$ cat src/rtl/newhope_io_pkg.sv
// Shared definitions for the NewHope host word-load path: state codes, default
// seed size and the byte-lane helper used by the serializer.
package newhope_io_pkg;

  localparam logic [1:0] ST_IDLE   = 2'd0;
  localparam logic [1:0] ST_STREAM = 2'd1;
  localparam logic [1:0] ST_DONE   = 2'd2;

  localparam int unsigned SEED_WORDS = 8;

  typedef enum logic [1:0] {
    StIdle   = ST_IDLE,
    StStream = ST_STREAM,
    StDone   = ST_DONE
  } rx_state_e;

  // Lane 0 is the least significant byte, matching the host's buffer32 packing.
  function automatic logic [7:0] byte_lane(input logic [31:0] word, input logic [1:0] lane);
    return word[8*lane +: 8];
  endfunction

endpackage

$ cat src/rtl/word_regfile.sv
// WORDS x 32-bit register file with one synchronous write port and one
// combinational read port; contents clear on reset.
module word_regfile
  import newhope_io_pkg::*;
#(
  parameter int unsigned WORDS = SEED_WORDS,
  parameter int unsigned AW    = 4
) (
  input  logic          clk,
  input  logic          rst,
  input  logic          we,
  input  logic [AW-1:0] waddr,
  input  logic [31:0]   wdata,
  input  logic [AW-1:0] raddr,
  output logic [31:0]   rdata
);

  logic [31:0] mem_q [WORDS];

  always_ff @(posedge clk or posedge rst) begin
    if (rst) begin
      for (int unsigned i = 0; i < WORDS; i++) begin
        mem_q[i] <= '0;
      end
    end else if (we) begin
      for (int unsigned i = 0; i < WORDS; i++) begin
        if (waddr == AW'(i)) begin
          mem_q[i] <= wdata;
        end
      end
    end
  end

  // Out-of-range addresses read as zero.
  always_comb begin
    rdata = '0;
    for (int unsigned i = 0; i < WORDS; i++) begin
      if (raddr == AW'(i)) begin
        rdata = mem_q[i];
      end
    end
  end

endmodule

$ cat src/rtl/seed_word_rx.sv
// Host word-load receiver: stores 32-bit host writes and streams them LSB-byte
// first over valid/ready. Optional running XOR of streamed bytes: XOR_CHECK_EN.
module seed_word_rx
  import newhope_io_pkg::*;
#(
  parameter int unsigned WORDS = SEED_WORDS,
  parameter int unsigned AW    = 4
) (
  input  logic          clk,
  input  logic          rst,
  input  logic [31:0]   dia,
  input  logic          wea,
  input  logic [AW-1:0] addra,
  input  logic          start,
  output logic          busy,
  output logic          done,
  output logic          wr_err,
  output logic [7:0]    out_byte,
  output logic          out_valid,
  output logic          out_last,
  input  logic          out_ready
`ifdef XOR_CHECK_EN
  ,
  output logic [7:0]    chk
`endif
);

  localparam int unsigned NBYTES = 4 * WORDS;
  localparam int unsigned IW     = $clog2(NBYTES);
  localparam logic [IW-1:0] LastIdx = IW'(NBYTES - 1);

  rx_state_e     state_q, state_d;
  logic [IW-1:0] idx_q, idx_d, idx_nxt;
  logic [7:0]    out_byte_q, out_byte_d;
  logic          out_valid_q, out_valid_d;
  logic          out_last_q, out_last_d;
  logic          wr_err_q, wr_err_d;
  logic [7:0]    chk_q, chk_d;

  logic          wr_en;
  logic          fwd_hit;
  logic [AW-1:0] rd_addr;
  logic [31:0]   rd_data;
  logic [31:0]   rd_word;

  assign wr_en   = wea && (state_q != StStream) && (32'(addra) < WORDS);
  assign idx_nxt = idx_q + 1'b1;
  // While streaming, prefetch the word holding the next byte; otherwise word 0.
  assign rd_addr = (state_q == StStream) ? AW'(idx_nxt[IW-1:2]) : '0;
  // A write landing on the same edge as start must show up in byte 0.
  assign fwd_hit = wr_en && (addra == rd_addr);
  assign rd_word = fwd_hit ? dia : rd_data;

  word_regfile #(
    .WORDS (WORDS),
    .AW    (AW)
  ) u_regfile (
    .clk   (clk),
    .rst   (rst),
    .we    (wr_en),
    .waddr (addra),
    .wdata (dia),
    .raddr (rd_addr),
    .rdata (rd_data)
  );

  always_comb begin
    state_d     = state_q;
    idx_d       = idx_q;
    out_byte_d  = out_byte_q;
    out_valid_d = out_valid_q;
    out_last_d  = out_last_q;
    wr_err_d    = wr_err_q | (wea && (state_q == StStream));
    chk_d       = chk_q;

    unique case (state_q)
      StIdle, StDone: begin
        if (start) begin
          state_d     = StStream;
          idx_d       = '0;
          out_byte_d  = byte_lane(rd_word, 2'd0);
          out_valid_d = 1'b1;
          out_last_d  = (LastIdx == '0);
          chk_d       = '0;
        end
      end
      StStream: begin
        if (out_valid_q && out_ready) begin
          chk_d = chk_q ^ out_byte_q;
          if (out_last_q) begin
            state_d     = StDone;
            out_valid_d = 1'b0;
            out_last_d  = 1'b0;
          end else begin
            idx_d      = idx_nxt;
            out_byte_d = byte_lane(rd_word, idx_nxt[1:0]);
            out_last_d = (idx_nxt == LastIdx);
          end
        end
      end
      default: state_d = StIdle;
    endcase
  end

  always_ff @(posedge clk or posedge rst) begin
    if (rst) begin
      state_q     <= StIdle;
      idx_q       <= '0;
      out_byte_q  <= '0;
      out_valid_q <= 1'b0;
      out_last_q  <= 1'b0;
      wr_err_q    <= 1'b0;
      chk_q       <= '0;
    end else begin
      state_q     <= state_d;
      idx_q       <= idx_d;
      out_byte_q  <= out_byte_d;
      out_valid_q <= out_valid_d;
      out_last_q  <= out_last_d;
      wr_err_q    <= wr_err_d;
      chk_q       <= chk_d;
    end
  end

  assign busy      = (state_q == StStream);
  assign done      = (state_q == StDone);
  assign wr_err    = wr_err_q;
  assign out_byte  = out_byte_q;
  assign out_valid = out_valid_q;
  assign out_last  = out_last_q;

`ifdef XOR_CHECK_EN
  assign chk = chk_q;
`else
  logic unused_chk;
  assign unused_chk = ^chk_d;
`endif

endmodule

$ cat config.mk
export PLATFORM = sky130hd
export DESIGN_NAME = seed_word_rx
export DESIGN_NICKNAME = d
export VERILOG_FILES = /design/src/rtl/newhope_io_pkg.sv /design/src/rtl/word_regfile.sv /design/src/rtl/seed_word_rx.sv
export SDC_FILE = /design/constraint.sdc
export NUM_CORES = 1
export LEC_CHECK = 0
export ABC_AREA = 1
export CAP_MARGIN = 20
export CORE_ASPECT_RATIO = 0.6
export CORE_MARGIN = 2
export CORE_UTILIZATION = 35
export CTS_BUF_LIST = sky130_fd_sc_hd__clkbuf_2 sky130_fd_sc_hd__clkbuf_4 sky130_fd_sc_hd__clkbuf_8
export CTS_CLUSTER_SIZE = 30
export DETAILED_ROUTE_END_ITERATION = 16
export GPL_TIMING_DRIVEN = 0
export SLEW_MARGIN = 20
export SYNTH_ARGS = -nofsm -noshare
export SYNTH_HDL_FRONTEND = slang
export SYNTH_SLANG_ARGS = --single-unit
export TNS_END_PERCENT = 10
$ cat constraint.sdc
create_clock -name clk -period 11.5 [get_ports clk]
set_clock_uncertainty 0.05 [all_clocks]
set_input_delay 2.3 -clock clk [delete_from_list [all_inputs] [get_ports clk]]
set_output_delay 2.3 -clock clk [all_outputs]
set_load 0.005 [all_outputs]
==> key figures, run 1 <==
Outcome
  – Status: complete, no violations

Setup path
  – CP Data Required Time: 11.92 ns
  – CP endpoint kind: flop
  – Slowest CP cell: clkdlybuf4s50_1
  – Critical path launch point type: input port
  – CP Data Arrival Time: 5.16 ns
  – Crit-path max cell delay: 0.45 ns
  – Setup CP Type: input port to flop
  – CP most frequent cell: nand2_1
  – CP cell instances: clkdlybuf4s50_1, inv_1, nor2_2, nand3_1, nor2_2, inv_2, buf_2, nor2_1, nor2_1, nand2_1, nand3_1, nand2_1, nand2_1, nand2_1, nand2_1
  – Worst-path fanout max: 10

STA
  – Fin crit period: 4.74 ns
  – WHS: 0.427 ns
  – Worst-margin pin slew: 0.901 ns
  – Final period utilization: 41.2%
  – Highest Clock Rate: 211 MHz
  – Fin. Hold Viols: 0
  – Worst relative slew slack: 39.9%
  – Final setup vio count: 0
  – RSZ-0062 raised after global routing: false
  – Setup slack after layout: 6.76 ns
  – Max Slew Vio Count: 0

GRT
  – Global-route wire length before repair: 75.4 mm
  – Initial antenna violation count: 4
  – Largest net degree at the start of global routing: 98
  – Overflow left after global routing: 0
  – Vias in the first global route: 11400
  – Gr usage total: 27.4%

Detailed routing
  – DR top layer: met5
  – Post-route met1 wirelength: 23.0 mm
  – Post-DRT Antenna Nets: 0
  – Vias: 12200
  – Metal2 WL: 19.5 mm
  – Routed wire length: 51.5 mm
  – Iter 0 DRT Violations: 1608
  – DR DRC count: 0
  – Routed met3 length: 7.55 mm
  – Avg WL per Cell: 23.2 microns
  – Vias/cell: 5.47
  – Drt first pass iters: 6

Worst hold path
  – Worst hold path class: flop to flop

Pwr
  – Part of the power in registers: 43.5%
  – Switching power: 1.46 mW
  – Gate power share: 31.4%
  – Internal: 2.37 mW
  – Clk pwr share: 25.2%
  – Sw frac: 38.2%
  – VDD IR-drop max: 0.0883 mV
  – Power per standard cell area: 256 mW/mm^2
  – Leakage: 7.10 nW

Placed design
  – Placement Setup Slack: 6.24 ns
  – Placed Cells: 2139
  – HPWL Detailed: 36.6 mm
  – Placer congestion estimate: 0.947
  – IO Port Bufs: 53
  – Dpl cell area: 0.0140 sq mm

Floorplanning
  – Full die area: 0.0380 sq mm
  – Row count: 54
  – DIE WIDTH: 250 microns
  – Ports: 54
  – Initial Utilization: 35.3%
  – Core ar.: 0.0361 sq mm
  – Die height: 152 microns

Synthesis
  – Synthesized Nets: 1650
  – Distinct cells, synth: 32
  – Sequential fraction of the synthesis area: 53.8%
  – Top cell type by total area after synthesis: dfrtp_1
  – Flops & latches, synth: 274
  – Synth Instances: 1607
  – Synth area leaders: dfrtp_1, nand2_1, o21ai_0, inv_1, nand3_1
  – Post-synthesis area per instance: 7.93 sq um
  – Post-synthesis cell area: 0.0127 sq mm
  – Yosys warns: 0
  – Yosys top cell area share: 53.8%

Flow run
  – Max-Cap Viols: 0

Clock network
  – Sink Count: 274
  – Clock buffer depth: 3
  – H-tree levels: 2
  – CTS Hold Bufs: 0
  – Post-CTS resize count: 0
  – # Post-CTS Setup Buffers: 0
  – Clock root cell: clkbuf_8
  – CTS clk-pin slew, worst paths: 0.06 ns
  – CTS tree: built
  – Worst skew pair latency: 0.59 ns
  – Inserted Clock Buffers: 45

Final layout
  – Final core occ: 41.4%
  – Syn-to-layout area delta: 17.3%
  – Antenna fix cells: 0
  – Final instance area: 0.0150 sq mm
  – Most frequent cells in the layout: nand2_1, dfrtp_1, o21ai_0
  – Most common cell after layout, fill and taps aside: nand2_1
  – Final nets: 1753
  – Share of cells above drive strength 1: 8.03%
  – Final instance count without filler cells: 2220
-- kinds of logic after synthesis --
logic type	after synthesis	synth area share [%]
AND/OR/NAND/NOR	768	25.4
AO/OA/AOI/OAI	340	13.6
flip-flops	274	53.8
buffers and inverters	223	6.93
adder cells (fa/ha/maj)	2	0.196
-- layer usage --
metal / global-route usage (%) / up-vias
met5: 0 / -
met4: 7.69 / 2
met3: 11.4 / 81
met2: 36.4 / 701
met1: 40.0 / 5944
li1: - / 5423
-- registers in the layout (all words and copies together) (netlist names) --
| register | count |
|---|---|
| idx_q | 5 |
| out_byte | 8 |
| out_last | 1 |
| out_valid | 1 |
| state_q | 2 |
| u_regfile.mem_q | 256 |
| wr_err | 1 |
-- cell usage after synthesis, drive strengths merged --
cell type / number
o22ai: 1
inv: 128
o2111ai: 1
nand4: 53
nand3: 88
o211ai: 1
clkbuf: 58
nand3b: 3
o21ai: 271
ha: 2
or2: 9
nand2: 527
buf: 35
a21oi: 56
o21bai: 1
o41ai: 1
o21a: 8
nor2: 88
clkinv: 2
dfrtp: 274
-- worst max-delay path, delay by kind of cell --
kind,cells,cell delay (ns)
AND/OR/NAND/NOR,11,1.85
buffers and inverters,4,1.01
-- per-stage QoR --
stage                     setup TNS [ns]  power [mW]
after floorplan                        0        2.36
after global placement           -581.71        2.79
after detailed placement               0        2.83
after CTS                              0        3.79
after global routing                   0        4.07
final                                  0        3.83
-- path summary, 6_finish.rpt --
kind,startpoint,end,slack (ns),cells past startpoint
setup / recovery,wea,out_byte[4]$_DFFE_PP0P_,6.76,15
hold / removal,u_regfile.mem_q[227]$_DFFE_PP0P_,u_regfile.mem_q[227]$_DFFE_PP0P_,0.43,2
setup reg to reg,idx_q[1]$_DFFE_PP0P_,out_byte[2]$_DFFE_PP0P_,8.00,16
hold reg to reg,u_regfile.mem_q[227]$_DFFE_PP0P_,u_regfile.mem_q[227]$_DFFE_PP0P_,0.43,2
max in group asynchronous,rst,u_regfile.mem_q[192]$_DFFE_PP0P_,8.32,4
min in group asynchronous,rst,u_regfile.mem_q[82]$_DFFE_PP0P_,2.18,3
-- power groups by stage --
stage               registers (mW)  logic, mW  clock network [mW]
floorplan                     1.61      0.757                   0
global placement              1.65       1.13                   0
detailed placement            1.66       1.17                   0
CTS                           1.65       1.17               0.971
global route                  1.71       1.34                1.02
finish                        1.66       1.20               0.964
-- layout make-up --
class                           count  area [sq um]
Inverter                          130           495
Fill cell                        3778         21100
Buffer                             93           395
Clock inverter                     10           104
Timing Repair Buffer               56           613
Tap cell                          476           596
Clock buffer                       71           890
Sequential cell                   274          6860
Multi-Input combinational cell   1110          5000
No activity file was read; power rests on OpenSTA's default activity.
==> run 2, diff against run 1 <==
==> constraint.sdc (replaced) <==
create_clock -name clk -period 4.8 [get_ports clk]
set_clock_uncertainty 0.05 [all_clocks]
set_input_delay 0.96 -clock clk [delete_from_list [all_inputs] [get_ports clk]]
set_output_delay 0.96 -clock clk [all_outputs]
set_load 0.005 [all_outputs]
==> key figures, run 2 (same netlist as run 1, synthesis figures left out) <==
Setup path
  – CP Data Arrival Time: 3.80 ns
  – Worst-path fanout max: 10
  – Setup CP Type: flop to flop
  – CP Data Required Time: 5.27 ns
  – Critical path launch point type: flop
  – CP endpoint kind: flop

Pwr
  – Power per standard cell area: 600 mW/mm^2
  – Leakage: 7.08 nW
  – VDD IR-drop max: 0.271 mV

Clock network
  – Inserted Clock Buffers: 43
  – Sink Count: 274
  – Worst skew pair latency: 0.58 ns
  – Post-CTS resize count: 0
  – # Post-CTS Setup Buffers: 0
  – CTS clk-pin slew, worst paths: 0.07 ns
  – CTS Hold Bufs: 0
  – CTS tree: built
  – H-tree levels: 2
  – Clock buffer depth: 3
  – Clock root cell: clkbuf_8

Detailed routing
  – Avg WL per Cell: 22.6 microns
  – Vias/cell: 5.42
  – Drt first pass iters: 6
  – Vias: 12000
  – Post-DRT Antenna Nets: 0
  – Iter 0 DRT Violations: 1650
  – Routed wire length: 50.2 mm
  – DR DRC count: 0

Placed design
  – Placement Setup Slack: 1.06 ns
  – Dpl cell area: 0.0141 sq mm
  – Placer congestion estimate: 0.953
  – IO Port Bufs: 53
  – HPWL Detailed: 35.9 mm

Final layout
  – Fillcell total: 3707
  – Most frequent cells in the layout: nand2_1, dfrtp_1, o21ai_0
  – Largest register FFs: 256
  – Final instance area: 0.0149 sq mm
  – Biggest register: u_regfile.mem_q
  – Final nets: 1757
  – Most common cell after layout, fill and taps aside: nand2_1
  – Share of cells above drive strength 1: 7.82%
  – Syn-to-layout area delta: 17.3%

STA
  – Worst-margin pin slew: 0.871 ns
  – Worst relative slew slack: 42.0%
  – WHS: 0.430 ns
  – Final setup vio count: 0
  – Final period utilization: 69.4%
  – Max Slew Vio Count: 0
  – RSZ-0062 raised after global routing: false
  – Fin crit period: 3.33 ns
  – Setup slack after layout: 1.47 ns
  – Highest Clock Rate: 300 MHz
  – Fin. Hold Viols: 0

Outcome
  – Status: complete, no violations

Floorplanning
  – Die height: 152 microns
  – Full die area: 0.0380 sq mm
  – Row count: 54
  – DIE WIDTH: 250 microns
  – Core ar.: 0.0361 sq mm
  – Initial Utilization: 35.3%
  – Ports: 54

GRT
  – Largest net degree at the start of global routing: 35
  – Vias in the first global route: 11200
  – Gr usage total: 26.7%
  – Initial antenna violation count: 3
  – Overflow left after global routing: 0
  – Global-route wire length before repair: 73.9 mm

Worst hold path
  – Worst hold path class: flop to flop

Flow run
  – Max-Cap Viols: 0
## run 2: path summary, 6_finish.rpt
path | startpoint | to | slack (ns) | cells after the start
max | idx_q[1]$_DFFE_PP0P_ | out_byte[6]$_DFFE_PP0P_ | 1.47 | 15
min | u_regfile.mem_q[77]$_DFFE_PP0P_ | u_regfile.mem_q[77]$_DFFE_PP0P_ | 0.43 | 2
max reg2reg | idx_q[1]$_DFFE_PP0P_ | out_byte[6]$_DFFE_PP0P_ | 1.47 | 15
min in group asynchronous | rst | u_regfile.mem_q[111]$_DFFE_PP0P_ | 0.71 | 2
max in group asynchronous | rst | u_regfile.mem_q[192]$_DFFE_PP0P_ | 2.54 | 7
min reg2reg | u_regfile.mem_q[77]$_DFFE_PP0P_ | u_regfile.mem_q[77]$_DFFE_PP0P_ | 0.43 | 2
## run 2: metrics by stage
step / instances / power, mW / setup TNS [ns] / utilization (%)
floorplan: 1607 / 5.66 / 0 / -
global placement: 2136 / 6.64 / -530.44 / 38.4
detailed placement: 2145 / 6.75 / 0 / 38.9
CTS: 2216 / 8.88 / 0 / 41.4
global route: 2216 / 9.54 / 0 / 41.4
finish: 2218 / 8.97 / 0 / 41.4
## run 2: final cells by class
type,count,area (sq um),share of cell area [%]
Sequential cell,274,6860,45.9
Multi-Input combinational cell,1110,5000,33.5
Clock buffer,66,840,5.62
Timing Repair Buffer,62,711,4.75
Tap cell,476,596,3.98
Inverter,130,492,3.29
Buffer,93,395,2.65
Clock inverter,5,52.6,0.352
Antenna cell,2,5.00,0.0335
## run 2: critical path, cell delays in order, from the launching register on
cell and delay, ns:
dfrtp_1 0.46, ha_1 0.27, inv_1 0.07, nand2_1 0.09
nand3_4 0.19, nand3_2 0.25, nor2_2 0.38, clkbuf_1 0.67
nand2_1 0.13, nand3_1 0.15, nand2_1 0.10, nand2_1 0.17
nand3_1 0.09, nand3_1 0.09, nand2_1 0.05, inv_1 0.05
## run 2: power breakdown
part	internal [mW]	total [mW]	switching (mW)
clock network	1.16	2.14	0.976
logic	1.00	2.83	1.83
registers	3.39	4.00	0.610
## run 2: metal layers
layer / GRT usage (%) / vias up / routed length (microns)
li1: - / 5415 / -
met1: 39.4 / 5839 / 22400
met2: 35.3 / 671 / 19300
met3: 9.67 / 93 / 6800
met4: 9.28 / 0 / 1650
met5: 0 / - / 0
